<file path="config.mk">
export PLATFORM = sky130hd
export DESIGN_NAME = inst_rom_arbiter
export DESIGN_NICKNAME = d
export VERILOG_FILES = /design/src/rtl/inst_rom_arbiter.sv
export SDC_FILE = /design/constraint.sdc
export NUM_CORES = 1
export LEC_CHECK = 0
export CAP_MARGIN = 15
export CORE_MARGIN = 2
export CORE_UTILIZATION = 34
export CTS_CLUSTER_SIZE = 28
export DETAILED_ROUTE_END_ITERATION = 12
export MAX_ROUTING_LAYER = met4
export PLACE_DENSITY = 0.81
export REMOVE_ABC_BUFFERS = 1
export SLEW_MARGIN = 20
export SYNTH_ARGS = -nofsm -noshare
export SYNTH_HDL_FRONTEND = slang
export SYNTH_SLANG_ARGS = --single-unit
</file>
<file path="constraint.sdc">
create_clock -name clk -period 2.5 [get_ports clk]
set_clock_uncertainty 0.1 [all_clocks]
set_input_delay 0.75 -clock clk [delete_from_list [all_inputs] [get_ports clk]]
set_output_delay 0.75 -clock clk [all_outputs]
set_load 0.01 [all_outputs]
</file>
<file path="src/rtl/inst_rom_arbiter.sv">
// Two-port arbiter in front of a combinational-read instruction ROM; responses arrive one cycle after grant.
// Build option ROM_ARB_RR_EN: round-robin conflict resolution instead of fixed priority with starvation guard.
module inst_rom_arbiter #(
    parameter int ADDR_W       = 32,
    parameter int DATA_W       = 32,
    parameter int ROM_DEPTH    = 2048,
    parameter int STARVE_LIMIT = 4,
    parameter int CNT_W        = 3
) (
    input  logic              clk,
    input  logic              rst,
    input  logic              req0,
    input  logic [ADDR_W-1:0] addr0,
    output logic              gnt0,
    output logic              rvalid0,
    output logic [DATA_W-1:0] rdata0,
    output logic              err0,
    input  logic              req1,
    input  logic [ADDR_W-1:0] addr1,
    output logic              gnt1,
    output logic              rvalid1,
    output logic [DATA_W-1:0] rdata1,
    output logic              err1,
    output logic              rom_ce,
    output logic [ADDR_W-1:0] rom_addr,
    input  logic [DATA_W-1:0] rom_inst
);
    localparam logic [ADDR_W-1:0] DEPTH = ADDR_W'(ROM_DEPTH);

    function automatic logic addr_bad(input logic [ADDR_W-1:0] a);
        return (a[1:0] != 2'b00) || ((a >> 2) >= DEPTH);
    endfunction

    logic              bad0, bad1, win1;
    logic              rvalid0_q, rvalid0_d, err0_q, err0_d;
    logic              rvalid1_q, rvalid1_d, err1_q, err1_d;
    logic [DATA_W-1:0] rdata0_q, rdata0_d, rdata1_q, rdata1_d;
    logic              last_owner_q, last_owner_d;
`ifndef ROM_ARB_RR_EN
    localparam logic [CNT_W-1:0] LIMIT = CNT_W'(STARVE_LIMIT);
    logic [CNT_W-1:0]  starve_q, starve_d;
`endif

    assign bad0 = addr_bad(addr0);
    assign bad1 = addr_bad(addr1);

    // Conflict winner: M1 only when it has been starved (fixed) or M0 owned the ROM last (round-robin).
`ifdef ROM_ARB_RR_EN
    assign win1 = !last_owner_q;
`else
    assign win1 = (starve_q == LIMIT);
`endif

    always_comb begin
        gnt0 = 1'b0;
        gnt1 = 1'b0;
        if (!rst) begin
            if (req0 && req1) begin
                gnt0 = !win1;
                gnt1 = win1;
            end else begin
                gnt0 = req0;
                gnt1 = req1;
            end
        end
        rom_ce   = (gnt0 && !bad0) || (gnt1 && !bad1);
        rom_addr = gnt0 ? addr0 : (gnt1 ? addr1 : '0);
    end

    always_comb begin
        rvalid0_d    = gnt0;
        err0_d       = gnt0 && bad0;
        rdata0_d     = gnt0 ? (bad0 ? '0 : rom_inst) : rdata0_q;
        rvalid1_d    = gnt1;
        err1_d       = gnt1 && bad1;
        rdata1_d     = gnt1 ? (bad1 ? '0 : rom_inst) : rdata1_q;
        last_owner_d = gnt0 ? 1'b0 : (gnt1 ? 1'b1 : last_owner_q);
`ifndef ROM_ARB_RR_EN
        starve_d = '0;
        if (req1 && !gnt1) begin
            starve_d = (starve_q == LIMIT) ? LIMIT : starve_q + 1'b1;
        end
`endif
    end

    // A pending response is discarded when reset lands on its capture edge.
    always_ff @(posedge clk) begin
        if (rst) begin
            rvalid0_q    <= 1'b0;
            err0_q       <= 1'b0;
            rdata0_q     <= '0;
            rvalid1_q    <= 1'b0;
            err1_q       <= 1'b0;
            rdata1_q     <= '0;
            last_owner_q <= 1'b1;
`ifndef ROM_ARB_RR_EN
            starve_q     <= '0;
`endif
        end else begin
            rvalid0_q    <= rvalid0_d;
            err0_q       <= err0_d;
            rdata0_q     <= rdata0_d;
            rvalid1_q    <= rvalid1_d;
            err1_q       <= err1_d;
            rdata1_q     <= rdata1_d;
            last_owner_q <= last_owner_d;
`ifndef ROM_ARB_RR_EN
            starve_q     <= starve_d;
`endif
        end
    end

    assign rvalid0 = rvalid0_q;
    assign err0    = err0_q;
    assign rdata0  = rdata0_q;
    assign rvalid1 = rvalid1_q;
    assign err1    = err1_q;
    assign rdata1  = rdata1_q;

endmodule

</file>
==> results of run 1 <==
==> power breakdown <==
part | internal, mW | switching (mW)
clock | 0.390 | 0.447
combinational | 0.273 | 0.190
sequential | 1.13 | 0.00157
total | 1.80 | 0.639
==> worst max-delay path, delay by kind of cell <==
family / cells / cell delay [ns]
buffers and inverters: 3 / 0.65
and+or+nand+nor: 2 / 0.47
AOI/OAI and AO/OA: 1 / 0.14
==> layout by cell type (no fill, tap or decap), types with 4 or more instances in the layout <==
cell type	count
nor2_1	5
clkdlybuf4s50_1	131
clkbuf_16	4
nor4_4	8
buf_8	5
dlygate4sd2_1	13
inv_1	4
buf_4	52
buf_6	33
clkbuf_2	5
clkbuf_8	10
dfxtp_1	69
buf_2	33
buf_12	6
a22o_1	94
==> registers in the layout, summed over array words and instances (netlist names) <==
name,count
rdata0,32
rdata1,32
starve_q,3
err0,1
err1,1
rvalid0,1
rvalid1,1
==> logic make-up after synthesis <==
logic type | after synthesis | share of synthesized area
adders and majority gates | 2 | 0.00918
AOI/OAI and AO/OA | 104 | 0.330
and+or+nand+nor | 32 | 0.0831
buffers and inverters | 26 | 0.0569
DFF | 71 | 0.521
==> layer usage <==
metal / global-route usage / wire, µm
met1: 0.277 / 4660
met4: 0.155 / 622
met3: 0.0709 / 996
met5: - / 0
met2: 0.508 / 6580
==> area by class of cell <==
class / instances / area (µm²)
inverter: 8 / 45.0
clock buffer: 10 / 138
tap: 102 / 128
clock inverter: 6 / 42.5
sequential: 71 / 1420
timing repair buffer: 290 / 2810
multi-input combinational: 138 / 1340
fill: 520 / 1840
==> worst paths after layout <==
check / slack [ns] / start / to
hold / removal: 0.38 / rdata1[20] / rdata1[20]
setup reg to reg: 0.48 / starve_q[0] / rdata0[18]
hold reg to reg: 0.38 / rdata1[20] / rdata1[20]
setup / recovery: -0.38 / addr1[24] / rom_ce
==> timing repair <==
action	CTS	global route
setup buffers	36	14
endpoints found under the setup margin	35	99
pin swaps	54	40
hold endpoints to repair	0	0
hold buffers	0	0
cloned	8	5
gates resized for setup	294	41
==> summary.md, run 1 <==
| Metric | Value |
|---|---|
| Outcome | `finished, violations left` |
| Failing checks | `setup timing` |
| Critical path class | `in -> out` |
| Post-route cell area | `5930 µm²` |
| Total Routing Usage GR | `0.282` |
| DRC viols | `0` |
| Total negative slack | `-10.76 ns` |
| Via count | `3358` |
| CP Data Required Time | `1.65 ns` |
| RSZ-0062 raised after global routing | `true` |
| Largest net degree at the start of global routing | `33` |
| Crit path max fanout | `2` |
| Die W | `93.5 µm` |
| Flops & latches, synth | `71` |
| Synth top area share | `0.521` |
| Fin. max-slew vios | `0` |
| CTS tree | `done` |
| Max Fclk | `348 MHz` |
| Port buffer count | `202` |
| CP Cell Sequence | `dlygate4sd2_1 > nor4_4 > buf_4 > nand4_1 > o32ai_2 > buf_2` |
| Max-cap violations | `0` |
| Mapped Area | `2730 µm²` |
| CTS buffer count | `9` |
| Proportion of layout cells with a drive suffix above 1 | `0.371` |
| Final ANT Viol Nets | `0` |
| WP data arrival | `2.03 ns` |
| Post-synth ARST share | `0` |
| Synth top area cells | `dfxtp_1, a22o_1, buf_6` |
| Routed WL per cell | `20.6 µm` |
| Die height | `93.5 µm` |
| Crit path capture type | `primary output` |
| R2R depth | `11` |
| GP Congestion | `0.851` |
| Hold WC Path Type | `reg -> reg` |
| Post-route non-filler standard cell count | `625` |
| Hold Fails Final Rpt | `0` |
| Synth Instances | `235` |
| PD cells | `411 nW/µm²` |
| First-pass GRT wire length | `18.3 mm` |
| Register area share after synthesis | `0.521` |
| Most frequent cells after synthesis | `a22o_1, dfxtp_1, clkbuf_1` |
| Post-synth EDFFs | `0` |
| Area Overhead vs Synth | `117%` |
| Nets | `620` |
| Initial Utilization | `0.351` |
| Vias in the first global route | `3514` |
| Die area | `8750 µm²` |
| Netlist cell types | `29` |
| Critical Path Start Type | `primary input` |
| Core Footprint | `7770 µm²` |
| Final setup viols | `65` |
| Hold path cells | `1` |
| Initial DRT Pass Iterations | `4` |
| Cell accounting for the most synthesized area | `dfxtp_1` |
| Worst-skew pair later-pin latency | `0.34 ns` |
| Initial antenna violation count | `0` |
| Io pins | `203` |
| Worst-path clk slew | `0.07 ns` |
| Min Hold Slack | `0.383 ns` |
| Max incr delay on CP | `0.32 ns` |
| Vias per inst | `5.37` |
| Ys flop type | `dfxtp_1` |
| YS warnings | `0` |
| Top-count cell post-synth | `a22o_1` |
| Finished Core Util | `0.763` |
| P_leak | `2.54 nW` |
| Final WL | `12.9 mm` |
| Num Clock Sinks | `71` |
| Placed Instances | `559` |
| Syn_area_per_cell | `11.6 µm²` |
| Peak VDD IR | `0.325 mV` |
| Grt ovf | `0` |
| Pwr Total | `2.44 mW` |
| CTS max path bufs | `2` |
| Root Driver | `clkbuf_8` |
| Critical path's slowest cell | `nor4_4` |
| Ant diodes | `0` |
| Final setup margin | `-0.376 ns` |
| H-tree depth | `3` |
| Post-layout min period | `2.88 ns` |
| Period utilization | `1.15` |
| Area post-placement | `5110 µm²` |
| Max-Slew Margin vs Limit | `0.805` |
| Post-DP HPWL | `7.84 mm` |
| DRT iter0 DRCs | `96` |
| Core Rows | `32` |
| Worst Max-Slew Pin Slew | `0.290 ns` |
| DP Worst Slack | `-1.15 ns` |
No activity file was read; power rests on OpenSTA's default activity.
==> run 2: changes to the inputs <==
- SLEW_MARGIN: 20 -> unset
==> results of run 2 <==
No change in the layout: final DEF, timing and power equal those of run 1.
==> run 3: changes to the inputs <==
--- a/config.mk
+++ b/config.mk
@@ -18 +18,2 @@
 export SYNTH_SLANG_ARGS = --single-unit
+export TNS_END_PERCENT = 100
==> constraint.sdc (replaced) <==
create_clock -name clk -period 2.5 [get_ports clk]
set_clock_uncertainty 0.1 [all_clocks]
set_input_delay 0.5 -clock clk [delete_from_list [all_inputs] [get_ports clk]]
set_output_delay 0.5 -clock clk [all_outputs]
set_load 0.01 [all_outputs]
==> run 3 against run 2 <==
The flow now finishes without violations. Combinational power down 17%. Clock power up 8.7%. Final area down 12%. Register-to-register slack better by 0.17 ns. Global-route usage down 4.4 points. Sequential power about the same. First-iteration DRC count down 9.4%. Critical path depth down 1. Maximum frequency up 15%. Via count down 10%. Routed wire length down 16%. Core utilization down 8.9 points. Critical endpoint unchanged. Largest cell class unchanged.
==> summary.md, run 3 (synthesized netlist as in run 1, its figures left out) <==
| Metric | Value |
|---|---|
| Outcome | `finished clean` |
| Vias in the first global route | `3087` |
| Area Overhead vs Synth | `92.2%` |
| Fillers | `622` |
| Routed WL per cell | `18.7 µm` |
| CTS max path bufs | `2` |
| Num Clock Sinks | `71` |
| CP Data Required Time | `1.90 ns` |
| Hold WC Path Type | `reg -> reg` |
| Crit path capture type | `primary output` |
| Final setup viols | `0` |
| Critical path class | `in -> out` |
| CTS buffer count | `9` |
| Die height | `93.5 µm` |
| WP data arrival | `1.90 ns` |
| Ant diodes | `0` |
| Core Footprint | `7770 µm²` |
| Critical path's slowest cell | `clkdlybuf4s50_1` |
| Largest net degree at the start of global routing | `34` |
| Hold Fails Final Rpt | `0` |
| Fin. max-slew vios | `0` |
| Max Fclk | `401 MHz` |
| Port buffer count | `202` |
| Max-Slew Margin vs Limit | `0.766` |
| Proportion of layout cells with a drive suffix above 1 | `0.237` |
| First-pass GRT wire length | `15.7 mm` |
| CTS hold repair buffers | `0` |
| Most frequent cells in the layout | `clkdlybuf4s50_1, a22o_1, dfxtp_1` |
| Worst-path clk slew | `0.07 ns` |
| Io pins | `203` |
| DRC viols | `0` |
| PD cells | `463 nW/µm²` |
| Initial Utilization | `0.351` |
| Delay-heaviest family, CP | `buffers and inverters` |
| DRT iter0 DRCs | `87` |
| GP Congestion | `0.844` |
| R2r setup slk | `0.65 ns` |
| Max incr delay on CP | `0.46 ns` |
| Via count | `3007` |
| Most common cell after layout, fill and taps aside | `clkdlybuf4s50_1` |
| Worst Max-Slew Pin Slew | `0.348 ns` |
| Total negative slack | `0 ns` |
| Final WL | `10.8 mm` |
| Bufs and invs on worst path | `2` |
| Finished Core Util | `0.675` |
| Final ANT Viol Nets | `0` |
| CTS tree | `done` |
| Post-layout min period | `2.50 ns` |
| Root Driver | `clkbuf_8` |
| Total Routing Usage GR | `0.238` |
| CP Cell Sequence | `clkdlybuf4s50_1 > nor4_2 > nand2_1 > o32ai_1 > buf_2` |
| Critical Path Start Type | `primary input` |
| Period utilization | `0.998` |
| Worst-skew pair later-pin latency | `0.33 ns` |
| Peak VDD IR | `0.359 mV` |
| Nets | `570` |
| Pwr Total | `2.43 mW` |
| P_leak | `2.24 nW` |
| Initial antenna violation count | `0` |
| Die area | `8750 µm²` |
| Post-DP HPWL | `7.86 mm` |
| Core Rows | `32` |
| Initial DRT Pass Iterations | `4` |
| Max-cap violations | `0` |
| Vias per inst | `5.23` |
| H-tree depth | `3` |
| Grt ovf | `0` |
| Die W | `93.5 µm` |
| Crit path max fanout | `2` |
[run 3: area by class of cell]
type,count,area (µm²),share of cell area
multi-input cells,138,1210,0.232
repair buffers,240,2250,0.429
clock inverters,6,67.6,0.0129
well taps,102,128,0.0243
clock buffers,10,128,0.0243
inverters,8,32.5,0.00621
flip-flops and latches,71,1420,0.272
[run 3: worst paths after layout]
check | startpoint | endpoint | depth (start not counted)
worst min-delay path | starve_q[0] | starve_q[0] | 1
worst min register to register | starve_q[0] | starve_q[0] | 1
worst max-delay path | addr0[25] | rom_ce | 5
worst max register to register | starve_q[0] | rdata1[5] | 9
[run 3: layer usage]
metal  track usage  vias up  part of all wire
met1         0.242     1452              0.38
met5             -        -                 0
met3        0.0685       23             0.082
met2         0.426      138              0.51
li1              -     1394                 -
met4         0.105        0             0.033
[run 3: report_power, final]
part	total (mW)	switching, mW	leakage, nW	internal (mW)
sequential	1.14	0.00148	0.573	1.13
combinational	0.382	0.153	1.58	0.229
clock	0.911	0.444	0.0933	0.467
[run 3: repair_timing]
action | 4_1_cts | 5_1_grt
gates cloned | 0 | 1
gates resized for setup | 53 | 86
setup buffers | 1 | 2
setup endpoints to repair | 35 | 35
pin swaps | 3 | 9
[run 3: per-stage QoR]
stage               hold WS (ns)  cells  area, µm²  setup WS, ns
floorplan                  0.328    217       2600        0.0208
global placement           0.337    555       5060        -0.643
detailed placement         0.362    555       5060        -0.639
CTS                        0.331    572       5240        -0.144
global route               0.344    575       5240       -0.0149
finish                     0.343    575       5240       0.00401
==> RTL edit 1: new RTL, settings of run 1 <==
The parameter `DATA_W` goes from 32 to 64.
--- a/src/rtl/inst_rom_arbiter.sv
+++ b/src/rtl/inst_rom_arbiter.sv
@@ -2,7 +2,7 @@
 // Build option ROM_ARB_RR_EN: round-robin conflict resolution instead of fixed priority with starvation guard.
 module inst_rom_arbiter #(
     parameter int ADDR_W       = 32,
-    parameter int DATA_W       = 32,
+    parameter int DATA_W       = 64,
     parameter int ROM_DEPTH    = 2048,
     parameter int STARVE_LIMIT = 4,
     parameter int CNT_W        = 3
Interface: changed (resized rdata0, rdata1 and rom_inst); port bits go from 203 to 299. No check against the original RTL was run, so the function may have changed too.
==> RTL edit 1 against run 1 <==
The run still ends with negative setup slack left. Core utilization is 11 points lower. First-iteration DRC count is 130% higher. Total power grew 120%. Routed wire length rose by 38%. Count of clock-buffer cells in the layout up 7. Register-to-register slack got worse by 0.13 ns. Fmax increased by 5.1%. Design area grew 46%. Sequential cell count rose by 64. Combinational power is 3% higher. Worst setup slack better by 0.14 ns. Worst hold slack worse by 0.0062 ns. Synthesized cell count rose by 59%. Area after synthesis increased by 68%.
==> RTL edit 1: results (changes against run 1) <==
metric,value,unit,change
leakage,0.00351,µW,+38%
DR vias,4697,,+40%
Final Non-Filler Cells,902,,+44%
NumNets Final,845,,+36%
post-synth cell types,25,,-14%
Placed Instance Area,8040,µm²,+57%
post-synthesis sequential area ratio,58.9,%,+6.8 points
CTS root buffer,clkbuf_16,,
reg2reg setup slack,0.35,ns,-0.13 ns
Clock Latency Late Sink,0.41,ns,+0.07 ns
total setup buffers inserted after CTS,7,,-81%
Crit Reg-Reg Startpoint,starve_q[1],,
fillers,1002,,+93%
Port Buf Inserts,298,,+48%
Pwr Total,5240,µW,+120%
run status,"complete, but fails checks",,
peak supply drop,0.000591,V,+82%
Post-Route Setup TNS,-6.37,ns,+4.38 ns
P_seq,2160,µW,+89%
Final Worst Setup Slack,-0.236,ns,+0.139 ns
Synth Area in Compound Gates,31.8,%,-1.2 points
Synth area leaders,"dfxtp_1 59%, a22o_1 31%, clkbuf_1 1.5%",,
Post-synth top cells,"160 x a22o_1, 135 x dfxtp_1, 18 x clkbuf_1",,
post-placement worst setup slack,-1.12,ns,+0.0326 ns
Worst R2R End,rdata0[30],,
Int Pwr,4030,µW,+120%
post-synthesis adder-cell area fraction,0.545,%,-0.37 points
Setup crit start,addr1[16],,
"Avg Cell Area, Syn",12.3,µm²,+6.0%
Clock group,2610,µW,+210%
r2r worst-path depth,10,,-1
final setup fails,34,,-48%
Final Wtd Congestion,0.824,,-3.1%
failing checks,negative setup slack,,
placed insts,856,,+53%
Max H-tree Level,4,,+1
initial antenna violation count,3,,+3
[RTL edit 1: changes by cell type after synthesis, moves of 3 or more]
cell | run 1 | this run
buf_4 | 0 | 6
buf_2 | 3 | 0
clkbuf_1 | 8 | 18
a22o_1 | 95 | 160
dfxtp_1 | 71 | 135
[RTL edit 1: cell type report]
class	instances	area (µm²)	share of cell area [%]
multi-input combinational	200	1790	20.7
sequential	135	2710	31.2
clock inverter	14	190	2.19
inverter	8	32.5	0.375
tap	176	220	2.54
clock buffer	17	425	4.91
antenna	3	7.51	0.0866
timing repair buffer	349	3300	38.0
[RTL edit 1: routing by layer]
| metal | global-route usage [%] | part of all wire [%] | vias to the layer above |
|---|---|---|---|
| met3 | 7.37 | 7.6 | 50 |
| met2 | 43.5 | 52 | 239 |
| met4 | 12.9 | 4.2 | 0 |
| met5 | - | 0 | - |
| li1 | - | - | 2155 |
| met1 | 24.5 | 36 | 2253 |
[RTL edit 1: stage by stage]
| stage | hold WS [ns] | utilization (%) |
|---|---|---|
| 6_report | 0.376 | 65.7 |
| 3_3_place_gp | 0.360 | 60.9 |
| 2_1_floorplan | 0.328 | - |
| 5_1_grt | 0.392 | 65.7 |
| 3_5_place_dp | 0.364 | 60.9 |
| 4_1_cts | 0.381 | 65.4 |
[RTL edit 1: worst max-delay path: stages]
cell	delay, ns
dlygate4sd2_1	0.26
nor4_2	0.28
buf_4	0.18
nand2_4	0.05
o32ai_2	0.19
buf_2	0.18
[RTL edit 1: worst min-delay path by stage]
stage	from	end	cells after the start
6_report	rdata1[54]	rdata1[54]	1
4_1_cts	rdata0[35]	rdata0[35]	1
5_1_grt	rdata1[48]	rdata1[48]	1
2_1_floorplan	starve_q[0]	starve_q[0]	1
3_5_place_dp	rdata0[35]	rdata0[35]	1
3_3_place_gp	rdata1[48]	rdata1[48]	1
==> RTL edit 2: new RTL, config.mk and constraints of run 1 <==
Made on the original files. Register the output `err0` once more, with the module's reset; this adds one clock of latency there. The other outputs are not delayed to match.
--- a/src/rtl/inst_rom_arbiter.sv
+++ b/src/rtl/inst_rom_arbiter.sv
@@ -111,7 +111,13 @@
     end
 
     assign rvalid0 = rvalid0_q;
-    assign err0    = err0_q;
+    always_ff @(posedge clk) begin
+        if (rst) begin
+            err0 <= '0;
+        end else begin
+            err0 <= err0_q;
+        end
+    end
     assign rdata0  = rdata0_q;
     assign rvalid1 = rvalid1_q;
     assign err1    = err1_q;
Behaviour: not the same (Yosys sat finds a counterexample within 4 cycles, from zero or initial values and one cycle with rst high).
==> RTL edit 2 against run 1 <==
Total power up 3.5%. Fmax rose by 3.9%. First-iteration DRC count increased by 45%. The run still ends with negative setup slack left. Routed wire length down 4.7%. Sequential cell count up 1. Register-to-register slack gained 0.08 ns. Non-clock buffer count up 1. Worst setup slack better by 0.11 ns. Area after synthesis increased by 0.41%. Highest routed layer unchanged. Largest power group unchanged. Design area shrank 1.1%.
==> RTL edit 2: results (changes against run 1) <==
metric,value,unit,change
post-synthesis adder-cell area fraction,0.914,%,-0.0038 points
slowest cell on the critical path,nor4_4,,
CP top delay family,simple AND/OR/NAND/NOR gates,,
post-DP HPWL,7590,µm,-3.1%
final setup fails,64,,-1.5%
largest net degree at the start of global routing,32,,-3.0%
GR Util All Layers,26.5,%,-1.7 points
r2r worst-path depth,10,,-1
Crit Reg-Reg Startpoint,starve_q[1],,
Via density,5.22,,-2.9%
Routed WL,12300,µm,-4.7%
Fin Hold WS,0.381,ns,-0.00126 ns
Post-synth top cells,"96 x a22o_1, 72 x dfxtp_1, 11 x clkbuf_1",,
peak supply drop,0.000288,V,-12%
Critical Path Max Stage Delay,0.30,ns,-0.02 ns
Port Buf Inserts,202,,unchanged
Synth Area in Compound Gates,32.8,%,-0.18 points
Final Worst Setup Slack,-0.269,ns,+0.107 ns
Synth area leaders,"dfxtp_1 53%, a22o_1 31%, buf_6 2.5%",,
post-synthesis sequential area ratio,52.7,%,+0.52 points
post-synth cell types,26,,-10%
NumNets Final,623,,+0.48%
leakage,0.00253,µW,-0.23%
initial antenna violation count,1,,+1
share of cells above drive strength 1,36.1,%,-0.97 points
max_slew headroom,82.3,%,+1.8 points
reg2reg setup slack,0.56,ns,+0.08 ns
global-route wire length before repair,17600,µm,-3.9%
mux cell area share after synthesis,0,%,unchanged
Iter 0 DRT Violations,139,,+45%
Clock Path Buffers,2,,unchanged
Worst R2R End,rdata0[11],,
Max H-tree Level,3,,unchanged
DRT Pass-1 Iters,4,,unchanged
failing checks,negative setup slack,,
Inserted Clock Buffers,9,,unchanged
number of global-route vias before repair,3349,,-4.7%
hold endpoint,rdata1[8],,
worst path arrival time,1.92,ns,-0.11 ns
CTS root buffer,clkbuf_8,,
run status,"complete, but fails checks",,
Clock Latency Late Sink,0.33,ns,
Final Wtd Congestion,0.823,,-3.2%
min-delay src,rdata1[8],,
Post-Route Setup TNS,-9.32,ns,+1.44 ns
Post-synth ARST share,0,%,unchanged
## RTL edit 2: worst reg2reg max path, delay by kind of cell (launching register included)
family	cells	cell delay (ns)
buf+inv	5	0.69
simple gates	3	0.46
flops	1	0.34
fa+ha+maj	1	0.17
compound gates	1	0.13
## RTL edit 2: worst max path at each step
stage                           end  cells after the start  slack (ns)  startpoint
after floorplan           rdata1[0]                      3       -0.13        req0
after global placement       rom_ce                      6       -1.03   addr0[16]
after detailed placement     rom_ce                      6       -1.09    addr0[0]
after CTS                    rom_ce                      6       -0.21   addr0[14]
after global routing         rom_ce                      6       -0.30   addr0[14]
final                        rom_ce                      6       -0.27   addr0[14]
## RTL edit 2: cell families (layout without fill, tap and decap cells)
family / Yosys count / in the layout
adder cells (fa/ha/maj): 2 / 2
buffers and inverters: 26 / 315
other: 0 / 1
flip-flops: 72 / 72
AO/OA/AOI/OAI: 104 / 104
AND/OR/NAND/NOR: 33 / 33
## RTL edit 2: stage by stage
| step | setup slack [ns] | std cells | instance area [µm²] |
|---|---|---|---|
| 6_report | -0.269 | 629 | 5860 |
| 5_1_grt | -0.303 | 629 | 5860 |
| 4_1_cts | -0.209 | 617 | 5690 |
| 3_5_place_dp | -1.09 | 567 | 5190 |
| 3_3_place_gp | -1.03 | 567 | 5190 |
| 2_1_floorplan | -0.131 | 219 | 2620 |
## RTL edit 2: timing repair
action | 4_1_cts | 5_1_grt
pin swaps | 35 | 13
endpoints found under the setup margin | 35 | 99
gates cloned | 5 | 6
gates resized for setup | 276 | 32
setup buffers | 29 | 6
## RTL edit 2: cell type report
cell class	instances	area [µm²]
Timing Repair Buffer	291	2760
Antenna cell	1	2.50
Sequential cell	72	1440
Clock buffer	10	138
Clock inverter	6	66.3
Inverter	8	42.5
Multi-Input combinational cell	139	1290
Tap cell	102	128
Fill cell	523	1900
## RTL edit 2: where the power goes
group / leakage (µW) / internal (µW) / total [µW] / switching, µW
clock network: 0.000107 / 494 / 941 / 447
registers: 0.000582 / 1150 / 1150 / 2.08
logic: 0.00184 / 253 / 429 / 176
## RTL edit 2: per-layer routing
| layer | GRT usage, % | up-vias | routed length, µm |
|---|---|---|---|
| met5 | - | - | 0 |
| met4 | 10.7 | 0 | 379 |
| met3 | 4.09 | 30 | 627 |
| met2 | 44.1 | 141 | 6300 |
| met1 | 32.3 | 1601 | 4950 |
| li1 | - | 1509 | - |
